**src/rtl/step_controller_if.sv**
```systemverilog
`default_nettype none
// ============================================================================
// Module   : step_controller_if
// Purpose  : Command / status bundle between a sequencer and step_controller.
// Revision : 1.0 - initial release
// ============================================================================
interface step_controller_if #(
    parameter int NBITS = 32
);
    logic             i_cmd_valid;
    logic [1:0]       i_cmd;
    logic [NBITS-1:0] i_cmd_n;
    logic             o_cmd_ready;
    logic             i_halt;
    logic             o_step;
    logic             o_busy;
    logic             o_done;
    logic             o_halted;
    logic [NBITS-1:0] o_remaining;
    logic [NBITS-1:0] o_steps_taken;

    modport master (
        output i_cmd_valid, i_cmd, i_cmd_n, i_halt,
        input  o_cmd_ready, o_step, o_busy, o_done, o_halted,
               o_remaining, o_steps_taken
    );

    modport slave (
        input  i_cmd_valid, i_cmd, i_cmd_n, i_halt,
        output o_cmd_ready, o_step, o_busy, o_done, o_halted,
               o_remaining, o_steps_taken
    );
endinterface
`default_nettype wire

```
**src/rtl/step_controller.sv**
```systemverilog
`default_nettype none
// ============================================================================
// Module   : step_controller
// Purpose  : Single-step / free-run sequencer issuing datapath advance pulses.
// Revision : 1.0 - initial release
// ============================================================================
module step_controller #(
    parameter int NBITS = 32
) (
    input  wire logic         i_clk,
    input  wire logic         i_rst,
    step_controller_if.slave  bus
);

    localparam logic [1:0] c_st_idle     = 2'd0;
    localparam logic [1:0] c_st_stepping = 2'd1;
    localparam logic [1:0] c_st_running  = 2'd2;
    localparam logic [1:0] c_st_done     = 2'd3;

    localparam logic [1:0] c_cmd_nop  = 2'b00;
    localparam logic [1:0] c_cmd_step = 2'b01;
    localparam logic [1:0] c_cmd_run  = 2'b10;
    localparam logic [1:0] c_cmd_halt = 2'b11;

    logic [1:0]       r_state;
    logic [NBITS-1:0] r_remaining;
    logic [NBITS-1:0] r_steps_taken;
    logic             r_halted;

    logic w_busy;
    logic w_step;
    logic w_ready;
    logic w_accept;

    assign w_busy   = (r_state == c_st_stepping) || (r_state == c_st_running);
    // The advance pulse is combinational so i_halt can veto it in the same cycle.
    assign w_step   = w_busy && !bus.i_halt;
    assign w_ready  = (r_state == c_st_idle) || (w_busy && (bus.i_cmd == c_cmd_halt));
    assign w_accept = bus.i_cmd_valid && w_ready;

    always_ff @(posedge i_clk) begin
        if (i_rst) begin
            r_state       <= c_st_idle;
            r_remaining   <= '0;
            r_steps_taken <= '0;
            r_halted      <= 1'b0;
        end else begin
            if (w_step) begin
                r_steps_taken <= r_steps_taken + 1'b1;
            end

            case (r_state)
                c_st_idle: begin
                    if (w_accept) begin
                        case (bus.i_cmd)
                            c_cmd_step: begin
                                if (r_halted || (bus.i_cmd_n == '0)) begin
                                    r_state <= c_st_done;
                                end else begin
                                    r_state     <= c_st_stepping;
                                    r_remaining <= bus.i_cmd_n;
                                end
                            end
                            c_cmd_run: begin
                                r_state <= r_halted ? c_st_done : c_st_running;
                            end
                            c_cmd_halt: r_state <= c_st_done;
                            default:    r_state <= c_st_idle;
                        endcase
                    end
                end

                c_st_stepping, c_st_running: begin
                    // i_halt outranks a HALT command arriving in the same cycle.
                    if (bus.i_halt) begin
                        r_halted    <= 1'b1;
                        r_remaining <= '0;
                        r_state     <= c_st_done;
                    end else if (w_accept) begin
                        r_remaining <= '0;
                        r_state     <= c_st_done;
                    end else if (r_state == c_st_stepping) begin
                        r_remaining <= r_remaining - 1'b1;
                        if (r_remaining == {{(NBITS-1){1'b0}}, 1'b1}) begin
                            r_state <= c_st_done;
                        end
                    end
                end

                default: begin
                    r_state <= c_st_idle;
                end
            endcase
        end
    end

    assign bus.o_cmd_ready   = w_ready;
    assign bus.o_step        = w_step;
    assign bus.o_busy        = w_busy;
    assign bus.o_done        = (r_state == c_st_done);
    assign bus.o_halted      = r_halted;
    assign bus.o_remaining   = r_remaining;
    assign bus.o_steps_taken = r_steps_taken;

endmodule
`default_nettype wire

```
**src/flat_wrapper.sv**
```systemverilog
// flat-port wrapper written by rule: the top's interface ports become plain ports
module step_controller_flat 
#(
    parameter int NBITS = 32
)
  (i_clk, i_rst, bus_i_cmd_valid, bus_i_cmd, bus_i_cmd_n, bus_i_halt, bus_o_cmd_ready, bus_o_step, bus_o_busy, bus_o_done, bus_o_halted, bus_o_remaining, bus_o_steps_taken);
  step_controller_if #(.NBITS(NBITS)) bus_i ();
  input  wire logic i_clk;
  input  wire logic i_rst;
  input wire logic [$bits(bus_i.i_cmd_valid)-1:0] bus_i_cmd_valid;
  input wire logic [$bits(bus_i.i_cmd)-1:0] bus_i_cmd;
  input wire logic [$bits(bus_i.i_cmd_n)-1:0] bus_i_cmd_n;
  input wire logic [$bits(bus_i.i_halt)-1:0] bus_i_halt;
  output wire logic [$bits(bus_i.o_cmd_ready)-1:0] bus_o_cmd_ready;
  output wire logic [$bits(bus_i.o_step)-1:0] bus_o_step;
  output wire logic [$bits(bus_i.o_busy)-1:0] bus_o_busy;
  output wire logic [$bits(bus_i.o_done)-1:0] bus_o_done;
  output wire logic [$bits(bus_i.o_halted)-1:0] bus_o_halted;
  output wire logic [$bits(bus_i.o_remaining)-1:0] bus_o_remaining;
  output wire logic [$bits(bus_i.o_steps_taken)-1:0] bus_o_steps_taken;
  assign bus_i.i_cmd_valid = bus_i_cmd_valid;
  assign bus_i.i_cmd = bus_i_cmd;
  assign bus_i.i_cmd_n = bus_i_cmd_n;
  assign bus_i.i_halt = bus_i_halt;
  assign bus_o_cmd_ready = bus_i.o_cmd_ready;
  assign bus_o_step = bus_i.o_step;
  assign bus_o_busy = bus_i.o_busy;
  assign bus_o_done = bus_i.o_done;
  assign bus_o_halted = bus_i.o_halted;
  assign bus_o_remaining = bus_i.o_remaining;
  assign bus_o_steps_taken = bus_i.o_steps_taken;
  step_controller #(.NBITS(NBITS)) u_core (.i_clk(i_clk), .i_rst(i_rst), .bus(bus_i));
endmodule
```
**config.mk**
```make
export PLATFORM = sky130hd
export DESIGN_NAME = step_controller_flat
export DESIGN_NICKNAME = d
export VERILOG_FILES = /design/src/rtl/step_controller_if.sv /design/src/rtl/step_controller.sv /design/src/flat_wrapper.sv
export SDC_FILE = /design/constraint.sdc
export NUM_CORES = 1
export LEC_CHECK = 0
export BUFFER_PORTS_ARGS = -buffer_cell sky130_fd_sc_hd__buf_4
export CAP_MARGIN = 20
export CORE_AREA = 5 5 89 152
export CTS_CLUSTER_DIAMETER = 200
export DETAILED_ROUTE_END_ITERATION = 7
export DIE_AREA = 0 0 94 157
export GPL_ROUTABILITY_DRIVEN = 0
export PLACE_DENSITY = 0.59
export SLEW_MARGIN = 20
export SYNTH_ARGS = -nofsm -noshare
export SYNTH_HDL_FRONTEND = slang
export SYNTH_SLANG_ARGS = --single-unit
```
**constraint.sdc**
```tcl
create_clock -name i_clk -period 4.1 [get_ports i_clk]
set_input_delay 0.615 -clock i_clk [delete_from_list [all_inputs] [get_ports i_clk]]
set_output_delay 0.615 -clock i_clk [all_outputs]
set_load 0.05 [all_outputs]
```
-- Word-level counts from Yosys, hierarchy flattened
Index checks and enable logic that the tools add are counted.
- reductions and logical operators: 14
- multiplexer cells: 16
- add/subtract/negate cells: 2
- eq/ne operators: 12
- operator list (cell ; count):
    2-to-1 mux 32 bit ; 6
    case mux 32 bit (2 select lines) ; 1
    adder 32 x 1 -> 32 bit, second input constant ; 1
    equality test 32 x 1 -> 1 bit, second input constant ; 1
    logical NOT 32 bit ; 1
    subtractor 32 x 1 -> 32 bit, second input constant ; 1
    2-to-1 mux 2 bit ; 6
    equality test 2 bit, second input constant ; 4
    inequality test 4 x 2 -> 1 bit, second input constant ; 2
    case mux 2 bit (3 select lines) ; 1
    AND reduction 5 bit ; 1
    equality test 2 x 1 -> 1 bit, second input constant ; 2
    inequality test 2 bit, second input constant ; 2
    case mux 2 bit (2 select lines) ; 1
    logical AND 1 bit ; 3
    logical OR 1 bit ; 3
    AND reduction 3 bit ; 1
    logical NOT 2 bit ; 1
    inequality test 2 x 1 -> 1 bit, second input constant ; 1
    AND reduction 2 bit ; 1
    nonzero test 2 bit ; 1
    OR reduction 2 bit ; 1
    logical NOT 1 bit ; 1
    2-to-1 mux 1 bit ; 1
- output and inout bits: 69
- register bits: 67
- input bits: 38

-- Depth between registers and ports, before layout
Gate-level depths: netlist (run 1).
- depth after elaboration: 8
- gate-level depth with buffers: 11

-- Least setup slack after synthesis (run 1)
OpenSTA, ideal clock, no wires.
- kind: register to register
- start: register u_core.r_state[0]
- end: register u_core.r_remaining[29] (netlist: u_core.bus.o_remaining[29])
- required time: 3.976 ns
- cell stages (with the launch flop): 11
- library setup time: 0.124 ns
- arrival: 2.816 ns
- slack: 1.160 ns
- path buffers: 2
- path through: dfxtp_1 -> inv_1 -> ha_1 -> clkbuf_1 -> nand2b_1 -> clkinv_1 -> nand3_1 -> clkbuf_1 -> nor2_1 -> a221oi_1 -> a21oi_1
- longest elaborated chain between the ends: 8
- elaborated cells between the ends (all ways): 17
- ends and longest elaborated chain (element ; line ; text):
    from (decl) ; step_controller.sv:25 ; logic [1:0] r_state;
    from (signal assigned) ; step_controller.sv:43 ; r_state <= c_st_idle;
    from (signal assigned) ; step_controller.sv:58 ; r_state <= c_st_done;
    from (signal assigned) ; step_controller.sv:60 ; r_state <= c_st_stepping;
    equality test 2 x 1 -> 1 bit / equality test 2 bit (equally long branches) ; step_controller.sv:35 ; assign w_busy = (r_state == c_st_stepping) || (r_state == c_st_running);
    logical OR 1 bit * ; step_controller.sv:35 ;
    net bus_o_busy ; flat_wrapper.sv:16 ; output wire logic [$bits(bus_i.o_busy)-1:0] bus_o_busy;
    logical AND 1 bit * ; step_controller.sv:38 ; assign w_ready = (r_state == c_st_idle) || (w_busy && (bus.i_cmd == c_cmd_halt));
    logical OR 1 bit * ; step_controller.sv:38 ;
    logical AND 1 bit * ; step_controller.sv:39 ; assign w_accept = bus.i_cmd_valid && w_ready;
    2-to-1 mux 32 bit ; step_controller.sv:79 ; end else if (w_accept) begin
    2-to-1 mux 32 bit ; step_controller.sv:75 ; if (bus.i_halt) begin
    case mux 32 bit (2 select lines) ; step_controller.sv:52 ; case (r_state)
    to (signal assigned) ; step_controller.sv:61 ; r_remaining <= bus.i_cmd_n;
    to (signal assigned) ; step_controller.sv:83 ; r_remaining <= r_remaining - 1'b1;
    to (decl) ; step_controller.sv:26 ; logic [NBITS-1:0] r_remaining;
The timed path passes the listed nets; every way through them passes the cells marked *.
A chain may end at the register's enable or synchronous reset.

-- Worst setup path after layout (run 1)
- start: register u_core.r_state[1]
- end: register u_core.r_remaining[22] (netlist: u_core.bus.o_remaining[22])
- longest elaborated chain between the ends: 8
- elaborated cells between the ends (all ways): 17
- ends and longest elaborated chain (element ; line):
    equality test 2 x 1 -> 1 bit / equality test 2 bit (equally long branches) ; step_controller.sv:35, step_controller.sv:52, step_controller.sv:82
    logical OR 1 bit ; step_controller.sv:35
    logical AND 1 bit ; step_controller.sv:38
    logical OR 1 bit ; step_controller.sv:38
    logical AND 1 bit ; step_controller.sv:39
    2-to-1 mux 32 bit ; step_controller.sv:79
    2-to-1 mux 32 bit ; step_controller.sv:75
    case mux 32 bit (2 select lines) ; step_controller.sv:52
Several ways; a longest one is shown, not always the timed one.

==> reports/summary.txt, run 1 <==
Power Density: 886 mW/mm^2
Number of clock buffers inserted by TritonCTS: 9
All-Layer GR Usage: 20.1%
Count of maximum capacitance violations: 0
Met2 Routed Length: 7.71 mm
Outcome: finished clean
Top routing layer in use: met4
CTS root buffer: sky130_fd_sc_hd__clkbuf_16
Setup crit start: u_core.r_state[1]$_SDFFE_PP0P_
Number of fill cells in the layout: 1263
Number of sinks driven by the clock tree: 67
Overall Power: 0.00468 W
Reg-to-reg critical path startpoint: u_core.r_state[1]$_SDFFE_PP0P_
Initial antenna violation count: 0
Pin count of the biggest net entering global routing: 66
Number of port buffers: 106
Synth Cell Area: 0.00412 mm^2
Number of detailed-routing iterations run before antenna repair: 5
Worst path top cell family by delay: simple AND/OR/NAND/NOR gates
Number of ports placed on the die boundary: 107
Share of post-route cells with drive strength above 1: 23.7%
Initial Util: 34.2%
Final-report hold violation count: 0
Kind of critical path: flop to flop
Core Footprint: 0.0121 mm^2
Depth of the critical timing path with buffers and inverters included: 9
Internal Pwr Total: 0.00215 W
Count of unique library cells instantiated by Yosys: 62
Length in cells of the worst reg-to-reg path: 9
Source-to-sink clock delay at the later pin of the worst-skew pair: 0.33 ns
NetSw: 0.00253 W
Wire length of the first global-routing pass: 23.5 mm
Wire length after detailed routing: 14.9 mm
Grt total ovfl: 0
Clock share of power: 16.3%
Cells along the critical path: inv_1 > ha_1 > nand2b_1 > clkinv_1 > nand3_1 > buf_4 > nor4_1 > a22oi_1 > o32ai_1
Worst flop-to-flop path endpoint: u_core.bus.o_remaining[22]$_SDFFE_PP0P_
Area added between synthesis and finish: 28.0%
TritonCTS clock tree: built
Reg power frac: 22.4%
Clock transition at the registers of the reported paths: 0.05 ns
Mapped Avg Cell Area: 8.01 um^2
Fin crit share: 80.1%
Residual DRC count: 0
Critical path launch point type: flop
Worst Skew: 0.00405 ns
Met3 WL: 985 um
Arrival time at the worst endpoint: 3.52 ns
Commonest register cell after synthesis: sky130_fd_sc_hd__dfxtp_1
Unrepaired setup endpoints after global routing: false
Kind of end point of the critical path: flop
DP Wirelength: 11.0 mm
Max-Slew Margin vs Limit: 50.0%
Most frequent standard cell in the layout excluding fill and tap cells: sky130_fd_sc_hd__buf_4
Leading cell types by total area after synthesis: sky130_fd_sc_hd__dfxtp_1 (33%), sky130_fd_sc_hd__nor2_1 (5.4%), sky130_fd_sc_hd__xnor2_1 (4.2%)
Achievable clock frequency: 0.305 GHz
Switch share: 54.0%
Total negative slack for setup checks: 0 ns
CP Buf/Inv Count: 3
Number of flip-flops and latches in the synthesized netlist: 67
Drt initial violations: 284
Worst vdd ir: 564 uV
Horizontal extent of the die: 94 um
Min cycle time layout: 3.28 ns
H-Tree Depth: 3
Share of power burned in combinational logic: 61.3%
Via count of the first global-routing pass: 4473
Worst hold path class: flop to flop
Total of warnings raised by yosys: 0
Post-CTS Setup Repair Bufs: 0
Number of nets at the end of the flow: 646
ANT nets after route: 0
Sequential element share of the synthesized area: 32.5%
Worst EP required: 4.33 ns
Cts repair resizes: 0
Die Outline Area: 0.0148 mm^2
Leakage power total: 2.05 nW
Worst Path Max Fanout: 14
Commonest non-fill, non-tap cells in the layout: sky130_fd_sc_hd__buf_4 (110), sky130_fd_sc_hd__dfxtp_1 (67), sky130_fd_sc_hd__nor2_1 (59), sky130_fd_sc_hd__nand2_1 (43), sky130_fd_sc_hd__a21oi_1 (34)
Final Max Tran Viols: 0
Async set-reset flop share out of synthesis: 0%
Slowest CP cell: sky130_fd_sc_hd__nor4_1
Count of vias placed by the detailed router: 4593
Number of placed instances with taps included: 755
Routed metal-1 wire length: 5.63 mm
Worst slack on hold paths: 0.494 ns
Total inserted antenna cells: 0
Syn nets: 559
Max Buffers Root-to-Sink: 2
Count of non-filler cells in the finished layout: 772
Number of cell rows: 53
Post-synth EDFFs: 0
CP Capture Point: u_core.bus.o_remaining[22]$_SDFFE_PP0P_
Setup-violating endpoint count in the final report: 0
Cell taking the most area after synthesis: sky130_fd_sc_hd__dfxtp_1
Proportion of netlist area held by the largest area contributor: 32.5%
Die boundary height: 157 um
Count of mapped cells out of synthesis: 515
DR WL/cell: 19.3 um
Worst Max-Slew Pin Slew: 0.743 ns
CTS hold repair buffers: 0
Slowest stage delay, CP: 0.54 ns
Via/cell ratio: 5.95
Internal reg-to-reg setup slack: 0.82 ns
==> worst min path at each step <==
stage                                                  start                                       end  slack, ns  cells after the start
global route         u_core.bus.o_remaining[31]$_SDFFE_PP0P_   u_core.bus.o_remaining[31]$_SDFFE_PP0P_       0.53                      2
floorplan                     u_core.r_state[0]$_SDFFE_PP0P_            u_core.r_state[0]$_SDFFE_PP0P_       0.49                      2
detailed placement  u_core.bus.o_steps_taken[1]$_SDFFE_PP0P_  u_core.bus.o_steps_taken[1]$_SDFFE_PP0P_       0.49                      2
global placement    u_core.bus.o_steps_taken[1]$_SDFFE_PP0P_  u_core.bus.o_steps_taken[1]$_SDFFE_PP0P_       0.48                      2
finish              u_core.bus.o_steps_taken[1]$_SDFFE_PP0P_  u_core.bus.o_steps_taken[1]$_SDFFE_PP0P_       0.49                      2
CTS                 u_core.bus.o_steps_taken[1]$_SDFFE_PP0P_  u_core.bus.o_steps_taken[1]$_SDFFE_PP0P_       0.50                      2
==> Yosys cell counts (3+ instances only) <==
master and n:
sky130_fd_sc_hd__xor2_1 6, sky130_fd_sc_hd__o31ai_1 3, sky130_fd_sc_hd__mux2_2 3, sky130_fd_sc_hd__a22oi_1 9
sky130_fd_sc_hd__o211ai_1 4, sky130_fd_sc_hd__buf_2 3, sky130_fd_sc_hd__or3_1 6, sky130_fd_sc_hd__o21ai_0 9
sky130_fd_sc_hd__o22ai_1 4, sky130_fd_sc_hd__a21oi_1 34, sky130_fd_sc_hd__clkbuf_1 23, sky130_fd_sc_hd__or4_1 8
sky130_fd_sc_hd__o32ai_1 18, sky130_fd_sc_hd__a31oi_1 7, sky130_fd_sc_hd__a22o_1 3, sky130_fd_sc_hd__o211a_1 3
sky130_fd_sc_hd__o31a_1 4, sky130_fd_sc_hd__and3_1 7, sky130_fd_sc_hd__nor2b_1 5, sky130_fd_sc_hd__dfxtp_1 67
sky130_fd_sc_hd__a32o_1 4, sky130_fd_sc_hd__nor2_1 59, sky130_fd_sc_hd__xnor2_1 20, sky130_fd_sc_hd__nor4_1 26
sky130_fd_sc_hd__clkbuf_8 5, sky130_fd_sc_hd__nor3_1 17, sky130_fd_sc_hd__nand3_1 20, sky130_fd_sc_hd__a311oi_1 5
sky130_fd_sc_hd__nand2_1 43, sky130_fd_sc_hd__a211oi_1 3, sky130_fd_sc_hd__ha_1 6, sky130_fd_sc_hd__nand4b_1 3
sky130_fd_sc_hd__nor4_2 3, sky130_fd_sc_hd__nor3_2 3, sky130_fd_sc_hd__a32oi_1 7, sky130_fd_sc_hd__inv_1 15
sky130_fd_sc_hd__buf_1 3, sky130_fd_sc_hd__nand4_1 13
==> registers in the layout, indices dropped and copies added (netlist names) <==
register                  count
u_core.r_state                2
u_core.bus.o_steps_taken     32
u_core.bus.o_remaining       32
u_core.bus.o_halted           1
==> power groups by stage <==
stage | Sequential, W | Combinational (W) | Clock [W]
4_1_cts | 0.00105 | 0.00283 | 0.000776
5_1_grt | 0.00108 | 0.00304 | 0.000800
3_5_place_dp | 0.00106 | 0.00282 | 0
2_1_floorplan | 0.00144 | 0.00165 | 0
3_3_place_gp | 0.00106 | 0.00279 | 0
6_report | 0.00105 | 0.00287 | 0.000761
==> kinds of logic after synthesis <==
family / after synthesis / share of synthesized area (%)
AOI/OAI and AO/OA: 133 / 23.7
xor gates and xnor gates: 26 / 5.52
adders and majority gates: 6 / 1.82
buffers and inverters: 52 / 6.22
DFF: 67 / 32.5
muxes: 3 / 0.819
and+or+nand+nor: 228 / 29.4
==> per-stage QoR <==
stage / setup WS, ns / utilization (%) / instance area, um^2
global placement: 1.00 / 41.1 / 4960
floorplan: 1.16 / - / 4120
detailed placement: 0.904 / 41.1 / 4960
global route: 0.561 / 43.7 / 5280
finish: 0.817 / 43.7 / 5280
CTS: 0.906 / 43.5 / 5250
==> worst reg2reg max path, cell delays in order, from the launching register on <==
cell and delay, ns:
sky130_fd_sc_hd__dfxtp_1 0.35, sky130_fd_sc_hd__inv_1 0.07, sky130_fd_sc_hd__ha_1 0.47, sky130_fd_sc_hd__nand2b_1 0.20
sky130_fd_sc_hd__clkinv_1 0.20, sky130_fd_sc_hd__nand3_1 0.50, sky130_fd_sc_hd__buf_4 0.40, sky130_fd_sc_hd__nor4_1 0.54
sky130_fd_sc_hd__a22oi_1 0.18, sky130_fd_sc_hd__o32ai_1 0.27
==> layout make-up <==
class	count	area, um^2	share of cell area [%]
tap	165	206	3.91
timing repair buffer	111	853	16.2
inverter	17	63.8	1.21
clock inverter	2	35.0	0.664
clock buffer	14	254	4.81
sequential	67	1340	25.4
multi-input combinational	396	2530	47.8
==> per-layer routing <==
layer / vias up / global-route usage (%)
li1: 2148 / -
met1: 2176 / 22.7
met2: 223 / 35.6
met3: 46 / 3.97
met4: 0 / 9.92
met5: - / 0
No activity file was read; power rests on OpenSTA's default activity.
==> run 2, diff against run 1 <==
Settings changed: PLACE_DENSITY 0.59 to 0.61.
Clock period 4.1 ns to 3 ns, I/O delays scaled along.
==> run 2 against run 1 <==
Sequential share of layout area is essentially flat. Via count grew 0.52%. Critical path depth shrank 1. Register-to-register slack worse by 0.51 ns. Non-clock buffer count up 7. Worst setup slack lost 0.51 ns. Final cell count rose by 0.78%. Largest cell class unchanged. Clock power increased by 27%. Global-route usage down 0.26 points. Count of clock-buffer cells in the layout decreased by 2. Sequential cell count is the same.
==> reports/summary.txt, run 2 (synthesis results as in run 1) <==
Achievable clock frequency: 0.372 GHz
Worst hold path class: input pin to flop
Wire length of the first global-routing pass: 23.3 mm
Clock transition at the registers of the reported paths: 0.06 ns
Overall Power: 0.00638 W
Source-to-sink clock delay at the later pin of the worst-skew pair: 0.33 ns
Worst Path Max Fanout: 10
CTS root buffer: sky130_fd_sc_hd__clkbuf_16
Cts repair resizes: 0
Commonest non-fill, non-tap cells in the layout: sky130_fd_sc_hd__buf_4 (118), sky130_fd_sc_hd__dfxtp_1 (67), sky130_fd_sc_hd__nor2_1 (59), sky130_fd_sc_hd__nand2_1 (43), sky130_fd_sc_hd__a21oi_1 (34)
Kind of end point of the critical path: flop
ANT nets after route: 0
All-Layer GR Usage: 19.9%
Fin crit share: 89.6%
Setup Slack @ Placement: 0.437 ns
Number of fill cells in the layout: 1280
Most frequent standard cell in the layout excluding fill and tap cells: sky130_fd_sc_hd__buf_4
Min cycle time layout: 2.69 ns
Area added between synthesis and finish: 28.2%
Number of placed instances with taps included: 763
CP Buf/Inv Count: 2
Residual DRC count: 0
Max-Slew Margin vs Limit: 51.2%
Critical path launch point type: flop
DR WL/cell: 18.8 um
Count of vias placed by the detailed router: 4617
Power Density: 1210 mW/mm^2
TritonCTS clock tree: built
Final-report hold violation count: 0
Via/cell ratio: 5.93
Unrepaired setup endpoints after global routing: false
Slowest CP cell: sky130_fd_sc_hd__nor3_1
Count of maximum capacitance violations: 0
Sequential cell area: 0.00134 mm^2
Reg-to-reg critical path startpoint: u_core.r_state[1]$_SDFFE_PP0P_
Setup-violating endpoint count in the final report: 0
Core Footprint: 0.0121 mm^2
Startpoint of the tightest hold check path: bus_i_halt
Worst Max-Slew Pin Slew: 0.733 ns
Horizontal extent of the die: 94 um
Number of clock buffers inserted by TritonCTS: 9
Pin count of the biggest net entering global routing: 66
Initial Util: 34.2%
Number of port buffers: 106
DP Wirelength: 10.8 mm
Cells along the critical path: inv_1 > ha_1 > nand2b_1 > clkinv_1 > nand3_1 > nor3_1 > a22oi_1 > o32ai_1
Worst path top cell family by delay: simple AND/OR/NAND/NOR gates
Worst slack on hold paths: 0.394 ns
Number of nets at the end of the flow: 653
Arrival time at the worst endpoint: 2.93 ns
Setup crit start: u_core.r_state[1]$_SDFFE_PP0P_
Multi-input gate area in the final layout: 0.00253 mm^2
Kind of critical path: flop to flop
Via count of the first global-routing pass: 4474
Worst Skew: 0.00677 ns
CTS hold repair buffers: 0
H-Tree Depth: 3
Grt total ovfl: 0
Outcome: finished clean
Final Max Tran Viols: 0
Number of ports placed on the die boundary: 107
Count of non-filler cells in the finished layout: 778
Total inserted antenna cells: 0
Total negative slack for setup checks: 0 ns
Initial antenna violation count: 0
Slowest stage delay, CP: 0.58 ns
Wire length after detailed routing: 14.7 mm
Number of detailed-routing iterations run before antenna repair: 6
Drt initial violations: 226
Final worst-path setup slack: 0.311 ns
Die Outline Area: 0.0148 mm^2
Number of sinks driven by the clock tree: 67
Worst EP required: 3.24 ns
Worst vdd ir: 848 uV
Die boundary height: 157 um
Leakage power total: 2.06 nW
Share of post-route cells with drive strength above 1: 24.8%
Post-CTS Setup Repair Bufs: 0
Number of cell rows: 53
Max Buffers Root-to-Sink: 2
[run 2: cell types whose count changed in the layout (fill, tap and decap cells not counted), sizes merged]
| cell | before | now |
|---|---|---|
| buf | 111 | 118 |
| bufinv | 1 | 0 |
| clkbuf | 14 | 12 |
| clkinv | 2 | 4 |
[run 2: tightest hold or removal path, stage by stage]
cell	delay (ns)
sky130_fd_sc_hd__buf_4	0.10
sky130_fd_sc_hd__a21oi_1	0.06
sky130_fd_sc_hd__nor2_1	0.07
[run 2: power breakdown]
group	internal [W]	switching, W	leakage [nW]
registers	0.00109	0.000326	0.544
clock network	0.000574	0.000391	0.132
logic	0.00129	0.00271	1.39
total	0.00295	0.00342	2.06
[run 2: layer usage]
metal | part of all wire, % | track usage [%] | vias up
met5 | 0 | 0 | -
met4 | 3.7 | 9.78 | 0
met3 | 7.0 | 3.92 | 41
met2 | 51 | 34.1 | 227
met1 | 38 | 23.3 | 2195
li1 | - | - | 2154
[run 2: final cells by class]
class	count	area share, %
clock buffers	12	4.66
clock inverters	3	0.284
inverters	17	1.21
multi-input cells	396	47.8
flip-flops and latches	67	25.4
well taps	165	3.91
repair buffers	118	16.8
[run 2: stage by stage]
stage               util (%)  cell area [um^2]
floorplan                  -              4120
global placement        41.6              5020
detailed placement      41.6              5020
CTS                     43.8              5290
global route            43.8              5290
finish                  43.8              5290
[run 2: final timing paths]
check,cells after the start,slack (ns),endpoint
setup reg to reg,8,0.31,u_core.bus.o_remaining[21]$_SDFFE_PP0P_
setup / recovery,8,0.31,u_core.bus.o_remaining[21]$_SDFFE_PP0P_
hold / removal,3,0.39,u_core.bus.o_halted$_SDFFE_PP0P_
hold reg to reg,2,0.50,u_core.bus.o_remaining[20]$_SDFFE_PP0P_
==> run 3, diff against run 2 <==
Settings changed: CELL_PAD_IN_SITES_DETAIL_PLACEMENT from default to 1, CELL_PAD_IN_SITES_GLOBAL_PLACEMENT from default to 2, CORE_AREA 5 5 89 152 to 5 5 100 172, DIE_AREA 0 0 94 157 to 0 0 105 177, PLACE_DENSITY 0.61 to 0.77.
==> run 3 against run 2 <==
Highest routed layer unchanged. First-iteration DRC count down 35%. Clock skew up 0.0013 ns. Worst setup slack better by 0.020 ns. Register-to-register slack better by 0.02 ns. Clock power up 21%. Global-route usage down 1.9 points. Sequential power about the same. Die area up 26%. Wire length up 16%. Core utilization down 9.2 points. Critical path depth unchanged.
==> reports/summary.txt, run 3 (synthesis results as in run 1) <==
Number of clock buffers inserted by TritonCTS: 9
Max Buffers Root-to-Sink: 2
Critical path launch point type: flop
Min cycle time layout: 2.67 ns
Number of placed instances with taps included: 794
Final Max Tran Viols: 0
Kind of end point of the critical path: flop
Total inserted antenna cells: 0
Share of post-route cells with drive strength above 1: 26.1%
Fin crit share: 89.0%
Post-route core utilization: 34.6%
All-Layer GR Usage: 18.0%
Number of nets at the end of the flow: 660
Post-CTS Setup Repair Bufs: 0
Arrival time at the worst endpoint: 2.90 ns
Number of cell rows: 61
Core Footprint: 0.0157 mm^2
Power Density: 1260 mW/mm^2
Commonest non-fill, non-tap cells in the layout: sky130_fd_sc_hd__buf_4 (125), sky130_fd_sc_hd__dfxtp_1 (67), sky130_fd_sc_hd__nor2_1 (59), sky130_fd_sc_hd__nand2_1 (43), sky130_fd_sc_hd__a21oi_1 (34)
Wire length after detailed routing: 17.0 mm
Most frequent standard cell in the layout excluding fill and tap cells: sky130_fd_sc_hd__buf_4
Wire length of the first global-routing pass: 26.8 mm
Die Outline Area: 0.0186 mm^2
Grt total ovfl: 0
Leakage power total: 2.12 nW
Worst Skew: 0.00809 ns
Initial antenna violation count: 0
Worst Path Max Fanout: 9
Number of ports placed on the die boundary: 107
Number of detailed-routing iterations run before antenna repair: 4
Count of maximum capacitance violations: 0
Worst Max-Slew Pin Slew: 0.770 ns
Via/cell ratio: 5.72
CTS hold repair buffers: 0
Worst vdd ir: 792 uV
Via count of the first global-routing pass: 5006
TritonCTS clock tree: built
Area added between synthesis and finish: 31.8%
CTS root buffer: sky130_fd_sc_hd__clkbuf_16
Residual DRC count: 0
Number of port buffers: 106
Number of sinks driven by the clock tree: 67
Setup Slack @ Placement: 0.309 ns
Setup-violating endpoint count in the final report: 0
Unrepaired setup endpoints after global routing: false
Horizontal extent of the die: 105 um
Source-to-sink clock delay at the later pin of the worst-skew pair: 0.33 ns
Count of vias placed by the detailed router: 4631
Die boundary height: 177 um
H-Tree Depth: 3
Achievable clock frequency: 0.375 GHz
Worst EP required: 3.23 ns
Pin count of the biggest net entering global routing: 65
Kind of critical path: flop to flop
Total negative slack for setup checks: 0 ns
Max-Slew Margin vs Limit: 48.6%
ANT nets after route: 0
Worst hold path class: input pin to flop
DR WL/cell: 21.0 um
Initial Util: 26.2%
Count of non-filler cells in the finished layout: 810
Clock transition at the registers of the reported paths: 0.06 ns
Drt initial violations: 146
Final worst-path setup slack: 0.331 ns
Cts repair resizes: 0
Outcome: finished clean
Overall Power: 0.00685 W
DP Wirelength: 13.0 mm
Final-report hold violation count: 0
## run 3: cell types whose count changed in the layout (fill, tap and decap cells not counted), sizes merged
| cell | change |
|---|---|
| clkbuf | -2 |
| buf | +7 |
| clkinvlp | +2 |
| clkinv | -1 |
| bufinv | +2 |
## run 3: layer usage
metal,track usage (%),up-vias,wire length [um]
li1,-,2166,-
met1,18.6,2272,6330
met2,33.8,148,9240
met3,3.61,45,715
met4,9.07,0,701
met5,0,-,0
## run 3: final timing paths
kind | from | end | slack [ns] | depth (start not counted)
max | u_core.r_state[1]$_SDFFE_PP0P_ | u_core.bus.o_remaining[21]$_SDFFE_PP0P_ | 0.33 | 8
max reg2reg | u_core.r_state[1]$_SDFFE_PP0P_ | u_core.bus.o_remaining[21]$_SDFFE_PP0P_ | 0.33 | 8
min reg2reg | u_core.bus.o_remaining[31]$_SDFFE_PP0P_ | u_core.bus.o_remaining[31]$_SDFFE_PP0P_ | 0.50 | 2
min | bus_i_halt | u_core.bus.o_halted$_SDFFE_PP0P_ | 0.38 | 3
## run 3: critical path, cell delays in order (launching register included)
cell	delay, ns
sky130_fd_sc_hd__dfxtp_1	0.36
sky130_fd_sc_hd__inv_1	0.07
sky130_fd_sc_hd__ha_1	0.49
sky130_fd_sc_hd__nand2b_1	0.21
sky130_fd_sc_hd__clkinv_1	0.19
sky130_fd_sc_hd__nand3_1	0.21
sky130_fd_sc_hd__nor3_1	0.61
sky130_fd_sc_hd__a22oi_1	0.14
sky130_fd_sc_hd__o32ai_1	0.28
## run 3: area by class of cell
| type | instances | area [um^2] |
|---|---|---|
| repair buffers | 125 | 938 |
| clock buffers | 10 | 239 |
| inverters | 17 | 63.8 |
| multi-input cells | 396 | 2530 |
| well taps | 189 | 236 |
| clock inverters | 6 | 88.8 |
| fillers | 1938 | 10300 |
| flip-flops and latches | 67 | 1340 |
## run 3: power by group
group	switching (W)	leakage, nW	internal (W)
Sequential	0.000337	0.544	0.00109
Combinational	0.00287	1.42	0.00138
Clock	0.000422	0.155	0.000750
## run 3: through the flow
step           hold slack, ns  cell area, um^2
2_1_floorplan           0.488             4120
3_3_place_gp            0.484             5110
3_5_place_dp            0.489             5110
4_1_cts                 0.374             5430
5_1_grt                 0.394             5430
6_report                0.384             5430
